[config.mk]
export PLATFORM = sky130hd
export DESIGN_NAME = ble_ahb_reg_master_flat
export DESIGN_NICKNAME = d
export VERILOG_FILES = /design/src/rtl/ble_ahb_reg_master_if.sv /design/src/rtl/ble_ahb_reg_master.sv /design/src/flat_wrapper.sv
export SDC_FILE = /design/constraint.sdc
export NUM_CORES = 1
export LEC_CHECK = 0
export BUFFER_PORTS_ARGS = -buffer_cell sky130_fd_sc_hd__buf_2
export CAP_MARGIN = 20
export CORE_MARGIN = 2
export CORE_UTILIZATION = 40
export CTS_BUF_LIST = sky130_fd_sc_hd__clkbuf_16
export DETAILED_ROUTE_END_ITERATION = 7
export PLACE_DENSITY = 0.66
export SLEW_MARGIN = 10
export SYNTH_ARGS = -nofsm -noshare
export SYNTH_HDL_FRONTEND = slang
export SYNTH_SLANG_ARGS = --single-unit
[constraint.sdc]
create_clock -name hclk -period 3.5 [get_ports hclk]
set_input_delay 0.35 -clock hclk [delete_from_list [all_inputs] [get_ports hclk]]
set_output_delay 0.35 -clock hclk [all_outputs]
set_load 0.03 [all_outputs]
[src/rtl/ble_ahb_reg_master_if.sv]
// Bundle of signals between the register-map initiator and its neighbours:
// the valid/ready command port, the response pulse, and the AHB-Lite bus.
// The master modport is the initiator's view; slave is the far side of it
// (command source, response sink and bus slave together).
interface ble_ahb_reg_master_if #(
  parameter int ADDR_W   = 32,
  parameter int DATA_W   = 32,
  parameter int ERRCNT_W = 8
) ();
  logic                cmd_valid;
  logic                cmd_ready;
  logic                cmd_write;
  logic [ADDR_W-1:0]   cmd_addr;
  logic [DATA_W-1:0]   cmd_wdata;

  logic                rsp_valid;
  logic                rsp_write;
  logic [ADDR_W-1:0]   rsp_addr;
  logic [DATA_W-1:0]   rsp_rdata;
  logic                rsp_err;
  logic [ERRCNT_W-1:0] err_count;

  logic                hsel;
  logic [ADDR_W-1:0]   haddr;
  logic [1:0]          htrans;
  logic                hwrite;
  logic [2:0]          hsize;
  logic [2:0]          hburst;
  logic [DATA_W-1:0]   hwdata;
  logic [DATA_W-1:0]   hrdata;
  logic                hready;
  logic                hresp;

  modport master (
    input  cmd_valid, cmd_write, cmd_addr, cmd_wdata,
    output cmd_ready,
    output rsp_valid, rsp_write, rsp_addr, rsp_rdata, rsp_err, err_count,
    output hsel, haddr, htrans, hwrite, hsize, hburst, hwdata,
    input  hrdata, hready, hresp
  );

  modport slave (
    output cmd_valid, cmd_write, cmd_addr, cmd_wdata,
    input  cmd_ready,
    input  rsp_valid, rsp_write, rsp_addr, rsp_rdata, rsp_err, err_count,
    input  hsel, haddr, htrans, hwrite, hsize, hburst, hwdata,
    output hrdata, hready, hresp
  );
endinterface

[src/rtl/ble_ahb_reg_master.sv]
// AHB-Lite single-transfer initiator for the BLE register map.
// Two-stage pipeline: stage A owns the address phase, stage D the data phase.
// One response per accepted command, in issue order.
//
//   state   | meaning
//   --------+-----------------------------------------------------------
//   ST_RUN  | normal operation, A may present NONSEQ
//   ST_ERR2 | second cycle of an ERROR response; address phase cancelled,
//           | A is kept and re-presented once the ERROR completes
module ble_ahb_reg_master #(
  parameter int ADDR_W   = 32,
  parameter int DATA_W   = 32,
  parameter int ERRCNT_W = 8
) (
  input logic                  hclk,
  input logic                  hresetn,
  ble_ahb_reg_master_if.master bus
);

  localparam logic [1:0]        HTRANS_IDLE   = 2'b00;
  localparam logic [1:0]        HTRANS_NONSEQ = 2'b10;
  localparam logic [ADDR_W-1:0] ADDR_WORD_MASK = {{(ADDR_W-2){1'b1}}, 2'b00};

  typedef enum logic {
    ST_RUN  = 1'b0,
    ST_ERR2 = 1'b1
  } state_t;

  state_t r_state;
  state_t w_state_nxt;

  logic                r_a_valid;
  logic                r_a_write;
  logic [ADDR_W-1:0]   r_a_addr;
  logic [DATA_W-1:0]   r_a_wdata;

  logic                r_d_valid;
  logic                r_d_write;
  logic [ADDR_W-1:0]   r_d_addr;
  logic [DATA_W-1:0]   r_d_wdata;

  logic                r_rsp_valid;
  logic                r_rsp_write;
  logic                r_rsp_err;
  logic [ADDR_W-1:0]   r_rsp_addr;
  logic [DATA_W-1:0]   r_rsp_rdata;
  logic [ERRCNT_W-1:0] r_err_count;

  logic w_err_hold;
  logic w_nonseq;
  logic w_cmd_ready;
  logic w_accept;
  logic w_a_to_d;
  logic w_d_done;

  // Error-hold state register
  always_ff @(posedge hclk or negedge hresetn) begin
    if (!hresetn) r_state <= ST_RUN;
    else          r_state <= w_state_nxt;
  end

  // Next state and pipeline advance decode
  always_comb begin
    w_state_nxt = r_state;
    w_err_hold  = 1'b0;
    case (r_state)
      ST_RUN: begin
        if (!bus.hready && bus.hresp) w_state_nxt = ST_ERR2;
      end
      ST_ERR2: begin
        w_err_hold = 1'b1;
        if (bus.hready) w_state_nxt = ST_RUN;
      end
      default: w_state_nxt = ST_RUN;
    endcase
    w_nonseq    = r_a_valid & ~w_err_hold;
    // hready feeds cmd_ready combinationally so a full pipeline still
    // accepts one command per cycle when the slave has no wait states.
    w_cmd_ready = ~r_a_valid | (bus.hready & ~bus.hresp & ~w_err_hold);
    w_accept    = bus.cmd_valid & w_cmd_ready;
    w_a_to_d    = bus.hready & w_nonseq;
    w_d_done    = bus.hready & r_d_valid;
  end

  // Address stage: load on handshake, empty when its address phase is taken.
  // Address/direction are not cleared so haddr/hwrite hold while IDLE.
  always_ff @(posedge hclk or negedge hresetn) begin
    if (!hresetn) begin
      r_a_valid <= 1'b0;
      r_a_write <= 1'b0;
      r_a_addr  <= '0;
      r_a_wdata <= '0;
    end else if (w_accept) begin
      r_a_valid <= 1'b1;
      r_a_write <= bus.cmd_write;
      r_a_addr  <= bus.cmd_addr & ADDR_WORD_MASK;
      r_a_wdata <= bus.cmd_wdata;
    end else if (w_a_to_d) begin
      r_a_valid <= 1'b0;
    end
  end

  // Data stage: advances only when the bus is ready, frozen through waits
  always_ff @(posedge hclk or negedge hresetn) begin
    if (!hresetn) begin
      r_d_valid <= 1'b0;
      r_d_write <= 1'b0;
      r_d_addr  <= '0;
      r_d_wdata <= '0;
    end else if (bus.hready) begin
      r_d_valid <= w_a_to_d;
      if (w_a_to_d) begin
        r_d_write <= r_a_write;
        r_d_addr  <= r_a_addr;
        r_d_wdata <= r_a_wdata;
      end
    end
  end

  // Response pulse for the transfer completing in the data stage
  always_ff @(posedge hclk or negedge hresetn) begin
    if (!hresetn) begin
      r_rsp_valid <= 1'b0;
      r_rsp_write <= 1'b0;
      r_rsp_err   <= 1'b0;
      r_rsp_addr  <= '0;
      r_rsp_rdata <= '0;
    end else begin
      r_rsp_valid <= w_d_done;
      if (w_d_done) begin
        r_rsp_write <= r_d_write;
        r_rsp_err   <= bus.hresp;
        r_rsp_addr  <= r_d_addr;
        r_rsp_rdata <= (r_d_write | bus.hresp) ? '0 : bus.hrdata;
      end
    end
  end

  // Saturating count of transfers that ended with ERROR
  always_ff @(posedge hclk or negedge hresetn) begin
    if (!hresetn) begin
      r_err_count <= '0;
    end else if (w_d_done && bus.hresp && (r_err_count != {ERRCNT_W{1'b1}})) begin
      r_err_count <= r_err_count + ERRCNT_W'(1);
    end
  end

  assign bus.cmd_ready = w_cmd_ready;
  assign bus.htrans    = w_nonseq ? HTRANS_NONSEQ : HTRANS_IDLE;
  assign bus.hsel      = w_nonseq;
  assign bus.haddr     = r_a_addr;
  assign bus.hwrite    = r_a_write;
  assign bus.hsize     = 3'b010;
  assign bus.hburst    = 3'b000;
  assign bus.hwdata    = r_d_wdata;

  assign bus.rsp_valid = r_rsp_valid;
  assign bus.rsp_write = r_rsp_write;
  assign bus.rsp_addr  = r_rsp_addr;
  assign bus.rsp_rdata = r_rsp_rdata;
  assign bus.rsp_err   = r_rsp_err;
  assign bus.err_count = r_err_count;

endmodule

[src/flat_wrapper.sv]
// flat-port wrapper written by rule: the top's interface ports become plain ports
module ble_ahb_reg_master_flat 
#(
  parameter int ADDR_W   = 32,
  parameter int DATA_W   = 32,
  parameter int ERRCNT_W = 8
)
  (hclk, hresetn, bus_cmd_valid, bus_cmd_write, bus_cmd_addr, bus_cmd_wdata, bus_cmd_ready, bus_rsp_valid, bus_rsp_write, bus_rsp_addr, bus_rsp_rdata, bus_rsp_err, bus_err_count, bus_hsel, bus_haddr, bus_htrans, bus_hwrite, bus_hsize, bus_hburst, bus_hwdata, bus_hrdata, bus_hready, bus_hresp);
  ble_ahb_reg_master_if #(.ADDR_W(ADDR_W), .DATA_W(DATA_W), .ERRCNT_W(ERRCNT_W)) bus_i ();
  input logic hclk;
  input logic hresetn;
  input wire logic [$bits(bus_i.cmd_valid)-1:0] bus_cmd_valid;
  input wire logic [$bits(bus_i.cmd_write)-1:0] bus_cmd_write;
  input wire logic [$bits(bus_i.cmd_addr)-1:0] bus_cmd_addr;
  input wire logic [$bits(bus_i.cmd_wdata)-1:0] bus_cmd_wdata;
  output wire logic [$bits(bus_i.cmd_ready)-1:0] bus_cmd_ready;
  output wire logic [$bits(bus_i.rsp_valid)-1:0] bus_rsp_valid;
  output wire logic [$bits(bus_i.rsp_write)-1:0] bus_rsp_write;
  output wire logic [$bits(bus_i.rsp_addr)-1:0] bus_rsp_addr;
  output wire logic [$bits(bus_i.rsp_rdata)-1:0] bus_rsp_rdata;
  output wire logic [$bits(bus_i.rsp_err)-1:0] bus_rsp_err;
  output wire logic [$bits(bus_i.err_count)-1:0] bus_err_count;
  output wire logic [$bits(bus_i.hsel)-1:0] bus_hsel;
  output wire logic [$bits(bus_i.haddr)-1:0] bus_haddr;
  output wire logic [$bits(bus_i.htrans)-1:0] bus_htrans;
  output wire logic [$bits(bus_i.hwrite)-1:0] bus_hwrite;
  output wire logic [$bits(bus_i.hsize)-1:0] bus_hsize;
  output wire logic [$bits(bus_i.hburst)-1:0] bus_hburst;
  output wire logic [$bits(bus_i.hwdata)-1:0] bus_hwdata;
  input wire logic [$bits(bus_i.hrdata)-1:0] bus_hrdata;
  input wire logic [$bits(bus_i.hready)-1:0] bus_hready;
  input wire logic [$bits(bus_i.hresp)-1:0] bus_hresp;
  assign bus_i.cmd_valid = bus_cmd_valid;
  assign bus_i.cmd_write = bus_cmd_write;
  assign bus_i.cmd_addr = bus_cmd_addr;
  assign bus_i.cmd_wdata = bus_cmd_wdata;
  assign bus_cmd_ready = bus_i.cmd_ready;
  assign bus_rsp_valid = bus_i.rsp_valid;
  assign bus_rsp_write = bus_i.rsp_write;
  assign bus_rsp_addr = bus_i.rsp_addr;
  assign bus_rsp_rdata = bus_i.rsp_rdata;
  assign bus_rsp_err = bus_i.rsp_err;
  assign bus_err_count = bus_i.err_count;
  assign bus_hsel = bus_i.hsel;
  assign bus_haddr = bus_i.haddr;
  assign bus_htrans = bus_i.htrans;
  assign bus_hwrite = bus_i.hwrite;
  assign bus_hsize = bus_i.hsize;
  assign bus_hburst = bus_i.hburst;
  assign bus_hwdata = bus_i.hwdata;
  assign bus_i.hrdata = bus_hrdata;
  assign bus_i.hready = bus_hready;
  assign bus_i.hresp = bus_hresp;
  ble_ahb_reg_master #(.ADDR_W(ADDR_W), .DATA_W(DATA_W), .ERRCNT_W(ERRCNT_W)) u_core (.hclk(hclk), .hresetn(hresetn), .bus(bus_i));
endmodule
==> summary.md <==
| Metric | Value |
|---|---|
| Result of the run | `finished, final reports clean` |
| Finish-stage setup viols | `0` |
| Share of synthesized flip-flops with an asynchronous set or reset | `100%` |
| Area share of the largest cell type after synthesis | `66.5%` |
| Flops & latches, synth | `202` |
| Number of cell rows | `50` |
| Worst supply voltage drop on vdd | `0.511 mV` |
| Resized cells post-CTS | `0` |
| Leakage power | `0.00476 uW` |
| Critical setup path kind | `flop to flop` |
| Latest clock arrival within the worst-skew pair | `0.49 ns` |
| DR DRC count | `0` |
| Height of the chip | `142 um` |
| Logic gate share of total power | `between 30% and 40%` |
| Detailed-route via count | `4752` |
| Synth unique cells | `24` |
| Internal power contribution | `~6200 uW` |
| Vias/cell | `4.94` |
| Unrepaired setup endpoints after global routing | `false` |
| Pwr per Cell Area | `1050 mW/mm2` |
| Fin worst setup slack | `1.57 ns` |
| Placed cell areas | `0.00896 mm2` |
| Post-synthesis xor/xnor area fraction | `0.461%` |
| Main combinational cell family by area after synthesis | `multiplexers` |
| Number of slew-limit violations in the final report | `0` |
| Final Instance Count excl. Fillers | `slightly below 1000` |
| Effective utilization at floorplan | `~40%` |
| Hold violation count in the final report | `0` |
| Cell with the most instances after synthesis | `dfrtp_1` |
| Sw Pwr | `3900 uW` |
| Number of detailed-route iterations in the first pass | `4` |
| CP arrival | `roughly 2.3 ns` |
| Clock net sink count | `202` |
| Launching element type of the critical path | `flop` |
| Number of buffers inserted to repair setup after CTS | `0` |
| Top cells by count, synth | `dfrtp_1, mux2_2, a22o_1` |
| Placeable core area | `around 0.019 mm2` |
| Simple-gate share of the synthesized area | `1.40%` |
| Maximum clock frequency | `between 0.5 and 0.6 GHz` |
| Clk network pwr share | `21.2%` |
| Post-synth EDFFs | `0` |
| Sequential Power Share | `40.0%` |
| Worst-case clock skew | `between 0.007 and 0.008 ns` |
| Initial antenna violation count | `1` |
| CTS Buffer Depth | `3` |
| GRT Resource Usage Total | `15.7%` |
| Compound-cell area share of the yosys netlist | `between 4 and 5%` |
| Critical register-to-register path startpoint | `u_core.r_a_valid` |
| Quantity of I/O buffers inserted on ports | `238` |
| WL final | `16300 um` |
| Global-route wire length before repair | `25600 um` |
| Tightest Pin Transition | `0.953 ns` |
| Remaining max-slew budget at the tightest pin | `36.5%` |
| Count of warnings emitted by yosys | `0` |
| Maximum number of pins on one net before global-route repair | `101` |
| Number of placed I/O pins | `252` |
| Maximum fanout along the worst path | `65` |
| Worst setup timing slack at the placement stage | `1.40 ns` |
| Fraction of the cycle the final worst path needs | `55.1%` |
| Part of the Yosys area used for sequential elements | `66.5%` |
| Worst hold-check path type | `primary input to flop` |
| DR iter-0 viols | `108` |
| Required time reported for the critical path endpoint | `3.87 ns` |
| Overall overflow remaining after global route | `0` |
| Number of buffers inserted during clock tree synthesis | `23` |
| DIE AREA | `~0.02 mm2` |
| Most common flop cell mapped by yosys | `dfrtp_1` |
| Final Core Density | `around half` |
| Mean instance size in the synthesized netlist | `16.2 um2` |
| Hold Startpoint | `bus_hrdata[25]` |
| Fraction of final layout cells with drive strength greater than 1 | `59.6%` |
| Remaining antenna violation count | `0` |
| Portion of netlist area occupied by mux cells | `23.4%` |
| Vias in the first global route | `about 5000` |
| Final setup TNS | `0 ns` |
| Final weighted congestion in routability-driven placement | `0.763` |
| Post-cts hold buffer count | `1` |
| Synth-to-layout area growth | `27.0%` |
| Die width | `142 um` |
| Biggest area contributors in the synthesized netlist | `dfrtp_1, mux2_2, a22o_1, buf_4, buf_6` |
| Dominant cell type by area after synthesis | `dfrtp_1` |
| Kind of end point of the critical path | `flop` |
| Number of instances in the synthesized netlist | `470` |
| Hpwl dp | `11000 um` |
| Clock tree from TritonCTS | `built` |
| Start point of the critical path | `u_core.r_a_valid` |
| Adder-cell share of the synthesized area | `less than 1%` |
| DR WL/cell | `17.0 um` |
| Maximum Capacitance Violations | `0` |
| Dpl cells | `920` |
| Switching share of total power | `38.6%` |
| Final critical path time including I/O delays and setup | `1.93 ns` |
| Total non-filler cell area in the finished layout | `0.00965 mm2` |
| Clock input transition at the sequential cells of the worst setup and hold paths | `0.06 ns` |
| Number of levels the H-tree was split into | `1` |
| Synth Cell Area | `0.00760 mm2` |
| Final Net Count | `815` |
| Buffer cell driving the clock tree root | `clkbuf_16` |
-- sequential cells by signal, summed over array words and instances (netlist names), 8 cells and up --
| name | count |
|---|---|
| u_core.bus.haddr | 30 |
| u_core.bus.rsp_rdata | 32 |
| u_core.bus.hwdata | 32 |
| u_core.r_d_addr | 30 |
| u_core.bus.err_count | 8 |
| u_core.r_a_wdata | 32 |
| u_core.bus.rsp_addr | 30 |
-- metrics by stage --
stage | power [uW] | hold WS (ns)
final | 10100 | 0.0738
after global routing | 10700 | 0.0662
after CTS | 10200 | 0.0562
after detailed placement | 8060 | 0.474
after global placement | 7880 | 0.462
after floorplan | 6800 | 0.0544
-- power groups by stage --
| stage | combinational, uW | clock, uW | sequential, uW |
|---|---|---|---|
| after floorplan | 1420 | 0 | 5380 |
| after global placement | 3880 | 0 | 3990 |
| after detailed placement | 3980 | 0 | 4080 |
| after CTS | 3990 | 2200 | 4050 |
| after global routing | 4160 | 2300 | 4190 |
| final | 3930 | 2140 | 4050 |
-- final timing paths --
| check | end | slack (ns) | cells after the start |
|---|---|---|---|
| max in group asynchronous | u_core.bus.haddr[9] | 2.09 | 3 |
| hold reg to reg | u_core.bus.rsp_err | 0.48 | 2 |
| min in group asynchronous | u_core.bus.hwdata[1] | 0.51 | 2 |
| setup / recovery | u_core.bus.hwdata[4] | 1.57 | 3 |
| setup reg to reg | u_core.bus.hwdata[4] | 1.57 | 3 |
| hold / removal | u_core.bus.rsp_rdata[25] | 0.07 | 2 |
-- layout by cell type, fill, tap and decap left out --
cell           netlist  layout
ha_1                 1       1
nand2_2              0       1
nor3_2               0       1
clkinv_1             0       5
a21oi_1              3       3
dlygate4sd3_1        0       1
buf_2               10     237
o31ai_4              1       1
a41oi_1              1       1
dfrtp_1            202     202
and3_1               3       3
inv_6                0       1
buf_12               0       2
o2111ai_1            1       1
o21ai_0              3       3
nor2b_1              1       1
mux2_2             158     158
nand3_1              4       4
clkbuf_16            0      23
a22o_1              32      32
bufinv_16            0       1
xnor2_1              4       4
diode_2              0       1
nand2_4              1       2
nor2_1               4       4
o22a_1               1       1
conb_1               2      11
nand2_1              8       6
clkbuf_8             0       1
clkinv_2             0       3
inv_1                4      11
buf_4               12       2
-- routing by layer --
layer,track usage [%],up-vias,part of all wire [%]
met3,3.27,39,5.7
met5,0,-,0
li1,-,2133,-
met1,19.1,2415,41
met4,5.74,0,2.9
met2,27.6,165,51
-- kinds of logic after synthesis --
kind of cell	count (synthesis)
adders and majority gates	1
DFF	202
other	2
muxes	158
xor gates and xnor gates	4
AOI/OAI and AO/OA	42
and+or+nand+nor	22
buffers and inverters	39
-- worst max-delay path: stages (launching register included) --
cell     delay, ns
dfrtp_1       0.41
nor2b_1       0.31
nand2_4       0.56
mux2_2        0.50
-- layout make-up --
type,count,area [um2]
fill,1590,9050
timing repair buffer,243,1260
tap,234,293
clock inverter,17,98.8
antenna,1,2.50
clock buffer,23,576
sequential,202,5050
inverter,4,15.0
multi-input combinational,238,2350
No activity file was read; power rests on OpenSTA's default activity.
